$ cat src/rtl/seq_multiplier.sv
// Iterative shift-add 32x32 multiplier covering MUL/MULH/MULHSU/MULHU, one partial product per cycle.
// Optional macro SEQ_MUL_EARLY_EXIT_EN ends the iteration once the remaining multiplier bits are all zero.
module seq_multiplier (
  input  logic        clk_i,
  input  logic        rst_ni,
  input  logic        start_i,
  input  logic [1:0]  op_i,
  input  logic [31:0] a_i,
  input  logic [31:0] b_i,
  output logic [31:0] result_o,
  output logic        done_o,
  output logic        stall_o
);

  typedef enum logic [1:0] {IDLE, BUSY, DONE} state_t;

  state_t      r_state;
  state_t      w_state_nxt;
  logic [1:0]  r_op;
  logic [63:0] r_mcand;
  logic [63:0] r_acc;
  logic [31:0] r_mplier;
  logic [5:0]  r_cnt;
  logic        r_neg;
  logic [31:0] r_result;

  logic        w_a_neg;
  logic        w_b_neg;
  logic        w_accept;
  logic        w_last;
  logic [63:0] w_acc_nxt;
  logic [63:0] w_product;

  function automatic logic [31:0] magnitude(input logic [31:0] v, input logic neg);
    return neg ? (~v + 32'd1) : v;
  endfunction

  function automatic logic [63:0] apply_sign(input logic [63:0] v, input logic neg);
    return neg ? (~v + 64'd1) : v;
  endfunction

  // a is signed for MULH and MULHSU, b only for MULH; MUL low half is sign-agnostic.
  assign w_a_neg   = ((op_i == 2'b01) || (op_i == 2'b10)) && a_i[31];
  assign w_b_neg   = (op_i == 2'b01) && b_i[31];
  assign w_accept  = (r_state == IDLE) && start_i;
  assign w_acc_nxt = r_acc + (r_mplier[0] ? r_mcand : 64'd0);
  assign w_product = apply_sign(w_acc_nxt, r_neg);

`ifdef SEQ_MUL_EARLY_EXIT_EN
  assign w_last = (r_mplier[31:1] == 31'd0);
`else
  assign w_last = (r_cnt == 6'd31);
`endif

  always_ff @(posedge clk_i or negedge rst_ni) begin
    if (!rst_ni) begin
      r_state <= IDLE;
    end else begin
      r_state <= w_state_nxt;
    end
  end

  always_comb begin
    w_state_nxt = r_state;
    done_o      = 1'b0;
    stall_o     = 1'b0;
    unique case (r_state)
      IDLE: begin
        if (start_i) begin
          w_state_nxt = BUSY;
          stall_o     = 1'b1;
        end
      end
      BUSY: begin
        stall_o = 1'b1;
        if (w_last) begin
          w_state_nxt = DONE;
        end
      end
      DONE: begin
        done_o      = 1'b1;
        w_state_nxt = IDLE;
      end
      default: w_state_nxt = IDLE;
    endcase
  end

  always_ff @(posedge clk_i or negedge rst_ni) begin
    if (!rst_ni) begin
      r_op     <= 2'b00;
      r_mcand  <= 64'd0;
      r_acc    <= 64'd0;
      r_mplier <= 32'd0;
      r_cnt    <= 6'd0;
      r_neg    <= 1'b0;
      r_result <= 32'd0;
    end else if (w_accept) begin
      r_op     <= op_i;
      r_mcand  <= {32'd0, magnitude(a_i, w_a_neg)};
      r_mplier <= magnitude(b_i, w_b_neg);
      r_acc    <= 64'd0;
      r_cnt    <= 6'd0;
      r_neg    <= w_a_neg ^ w_b_neg;
    end else if (r_state == BUSY) begin
      r_acc    <= w_acc_nxt;
      r_mcand  <= {r_mcand[62:0], 1'b0};
      r_mplier <= {1'b0, r_mplier[31:1]};
      r_cnt    <= r_cnt + 6'd1;
      // Result is taken from the final iteration's sum so it is valid the cycle DONE is entered.
      if (w_last) begin
        r_result <= (r_op == 2'b00) ? w_product[31:0] : w_product[63:32];
      end
    end
  end

  assign result_o = r_result;

endmodule

$ cat config.mk
export PLATFORM = sky130hd
export DESIGN_NAME = seq_multiplier
export DESIGN_NICKNAME = d
export VERILOG_FILES = /design/src/rtl/seq_multiplier.sv
export SDC_FILE = /design/constraint.sdc
export NUM_CORES = 1
export LEC_CHECK = 0
export CORE_MARGIN = 4
export CORE_UTILIZATION = 55
export DETAILED_ROUTE_END_ITERATION = 8
export GPL_ROUTABILITY_DRIVEN = 0
export PLACE_DENSITY = 0.89
export SLEW_MARGIN = 20
export SYNTH_ARGS = -nofsm -noshare
export SYNTH_HDL_FRONTEND = slang
export SYNTH_SLANG_ARGS = --single-unit
$ cat constraint.sdc
create_clock -name clk_i -period 5 [get_ports clk_i]
set_input_delay 1 -clock clk_i [delete_from_list [all_inputs] [get_ports clk_i]]
set_output_delay 1 -clock clk_i [all_outputs]
set_load 0.005 [all_outputs]
==> results <==
[state kept, by name, indices dropped and copies added (netlist names)]
name      count
r_op          2
r_neg         1
r_acc        64
r_mcand      64
r_cnt         6
r_mplier     32
result_o     32
r_state       2
[timing repair]
action | in CTS | in global routing
endpoints found under the setup margin | 3 | 32
setup buffers | 1 | 4
resized for setup | 4 | 47
pin swaps | 2 | 6
[per-stage QoR]
step           power (mW)  hold slack, ns  cell area [um^2]  setup TNS, ns  util, %
2_1_floorplan       7.222          0.4506             16130              0        -
3_3_place_gp        9.792          0.4579             17930              0    62.12
3_5_place_dp        10.01          0.4625             17930       -0.06526    62.13
4_1_cts             11.93          0.4778             18780              0    65.08
5_1_grt             13.17          0.5009             19010        -0.3249    65.89
6_report            12.64          0.4769             19010       -0.06487    65.89
[power by group through the flow]
stage	Combinational [mW]	Sequential [mW]	Clock, mW
after floorplan	4.71	2.51	0
after global placement	7.14	2.65	0
after detailed placement	7.34	2.67	0
after CTS	7.45	2.65	1.83
after global routing	8.53	2.73	1.90
final	8.13	2.69	1.83
[worst min-delay path by stage]
stage,from,to,cells past startpoint
global route,result_o[2],result_o[2],2
CTS,result_o[10],result_o[10],2
floorplan,r_mplier[27],r_mplier[27],2
global placement,result_o[17],result_o[17],2
detailed placement,result_o[10],result_o[10],2
finish,result_o[10],result_o[10],2
[tightest hold or removal path: cells and delay by family, from the launching register on]
family        cells  cell delay [ns]
flops             1             0.34
simple gates      2             0.11
[kinds of logic after synthesis]
| group | count (synthesis) |
|---|---|
| AO/OA/AOI/OAI | 731 |
| XOR/XNOR | 147 |
| adder cells (fa/ha/maj) | 69 |
| buffers and inverters | 165 |
| flip-flops | 203 |
| multiplexers | 8 |
| AND/OR/NAND/NOR | 701 |
[per-layer routing]
layer	wire length, um	GRT usage, %
met5	0	0
met2	24410	52.23
met1	19570	40.52
met4	3959	18.15
met3	6831	9.131
[cell usage in the layout, fill, tap and decap left out, types with 20 or more instances in the layout]
cell type	n
a21o_1	27
a21oi_1	169
a22o_1	74
a22oi_1	20
and2_1	73
and3_1	20
buf_4	105
clkbuf_16	24
clkdlybuf4s50_1	101
dfrtp_1	203
ha_1	62
inv_1	33
nand2_1	258
nand3_1	27
nand4_1	38
nor2_1	140
nor3_1	42
o21ai_0	183
o22ai_1	66
o31ai_1	20
xnor2_1	72
xor2_1	71
[layout make-up]
| cell class | count | share of cell area (%) |
|---|---|---|
| repair buffers | 208 | 9.641 |
| inverters | 36 | 0.7107 |
| clock inverters | 11 | 0.8028 |
| clock buffers | 33 | 3.547 |
| well taps | 384 | 2.527 |
| flip-flops and latches | 203 | 26.72 |
| multi-input cells | 1656 | 56.05 |
==> results by group <==
Worst setup path
  – Worst Path Required: 5.42 ns
  – Worst stage delay on the critical path: 0.87 ns
  – Critical path's slowest cell: nor4_1
  – Reg2reg path depth: 16
  – Crit path cell chain: buf_12 -> buf_4 -> and2_1 -> ha_2 -> nand2_1 -> nor4_1 -> o2111ai_1 -> o211a_1 -> xnor2_1 -> buf_4 -> nor3_1 -> nand3b_1 -> o21ai_0 -> xnor2_1 -> o21ai_1 -> o21ai_0
  – Critical Path Stages: 16
  – Crit path DAT: 5.46 ns
  – Cell family with most CP delay: simple AND/OR/NAND/NOR gates
  – Worst setup path end: result_o[14]
  – CP max FO: 41
  – FF-to-FF setup slack: -0.04 ns
  – Crit path buffers/inverters: 3
  – Worst r2r src: r_mplier[0]
  – R2r endpoint: result_o[14]
  – CP Launch Type: flip-flop
  – Critical path class: flip-flop to flip-flop
  – CP startpoint: r_mplier[0]
  – Critical Path End Type: flip-flop

Floorplan
  – Core area: 28860 um^2
  – DIE HEIGHT: 179.3 um
  – Die area: 32140 um^2
  – FP Rows: 62
  – Io pins: 103
  – Initial Utilization: 55.91%
  – DIE WIDTH: 179.3 um

Clock network
  – CTS Hold Bufs: 0
  – H-tree depth: 1
  – Worst-skew pair later-pin latency: 0.56 ns
  – Clock-pin transition on the worst setup and hold timing paths: 0.06 ns
  – TritonCTS sink count: 203
  – CTS tree: done
  – Max clock buf depth: 3
  – Clock root buffer: clkbuf_16
  – CTS Buf Count: 24

Synth
  – Synth cell count leaders: 259 x nand2_1, 203 x dfrtp_1, 192 x o21ai_0
  – Synth Area in Compound Gates: 29.26%
  – XOR/XNOR share of the synthesized area: 8.027%
  – Post-synthesis sequential area ratio: 31.49%
  – EDFF count, synth: 0
  – Async SR Flop Fraction: 100.0%
  – Multiplexer share of the synthesized area: 0.4964%
  – Syn Inst Count: 2024
  – Post-Synth Adder-Cell Area: 5.398%
  – Synth Area per Inst: 7.971 um^2
  – Largest family of logic cells by synthesized area: compound AO/OA/AOI/OAI gates
  – Simple logic cell fraction of the synthesized area: 21.34%
  – Cell taking the most area after synthesis: dfrtp_1
  – Most frequent cell after synthesis: nand2_1
  – Dominant synthesized flop cell: dfrtp_1
  – Mapped Area: 16130 um^2
  – Syn_nets: 2162
  – Netlist cell types: 93
  – Top cells by area, synth: dfrtp_1 31%, nand2_1 6.0%, o21ai_0 6.0%
  – #FFs+latches synth: 203
  – Yosys warning total: 0
  – Top-area cell type share of the netlist area: 31.49%

STA
  – Setup violators final: 2
  – Hold Fails Final Rpt: 0
  – Max frequency: 198.4 MHz
  – Fin crit share: 100.8%
  – Tmin final: 5.040 ns
  – Count of pins over their slew limit: 0
  – Least-Margin Pin Slew: 1.077 ns
  – Relative max-transition margin: 28.07%
  – Clk_skew: 0.03139 ns
  – Final WS setup: -0.04045 ns

Cells and area
  – Fillers: 2210
  – Reg area: 5080 um^2
  – Area of the multi-input gates: 10660 um^2
  – Area added between synthesis and finish: 17.85%
  – Layout cell share with drive strength beyond 1: 10.43%
  – Layout Nets: 2267
  – N_diodes: 0
  – Non-Filler Instances: 2531

Global route
  – First-pass GRT wire length: 85.37 mm
  – Tot GR Track Use: 32.90%
  – Number of global-route vias before repair: 16.57k
  – Total global routing overflow: 0
  – Largest net degree at the start of global routing: 97
  – Initial antenna violation count: 0

Route
  – DRC Markers: 0
  – Initial drt markers: 2749
  – Avg Vias per Cell: 6.910
  – Post-route ant nets: 0
  – TritonRoute pass-1 iters: 9
  – Via Count: 17.49k
  – Final wirelength: 54.77 mm
  – Average routed wire per standard cell: 21.64 um

Flow run
  – Max Cap Viol: 0

Power and ir drop
  – Combinational cell fraction of total power: 64.3%
  – Clock share of power: 14.5%
  – Switching pwr: 6.217 mW
  – Sw Share: 49.17%
  – Sequential Power Share: 21.3%
  – Pint: 6.427 mW
  – Maximum VDD drop: 0.0003852 V
  – Power per Cell Area: 665.0 nW/um^2
  – Pleak: 7.999 nW

Place
  – DP Worst Slack: -0.06526 ns
  – Detailed Place HPWL: 38.70 mm
  – Dpl cells: 2482
  – Port bufs: 102

Worst hold path
  – Min-delay worst type: flip-flop to flip-flop

Outcome
  – Failing checks: setup timing
  – Status: finished with violations
Power figures use the tool's default switching activity.
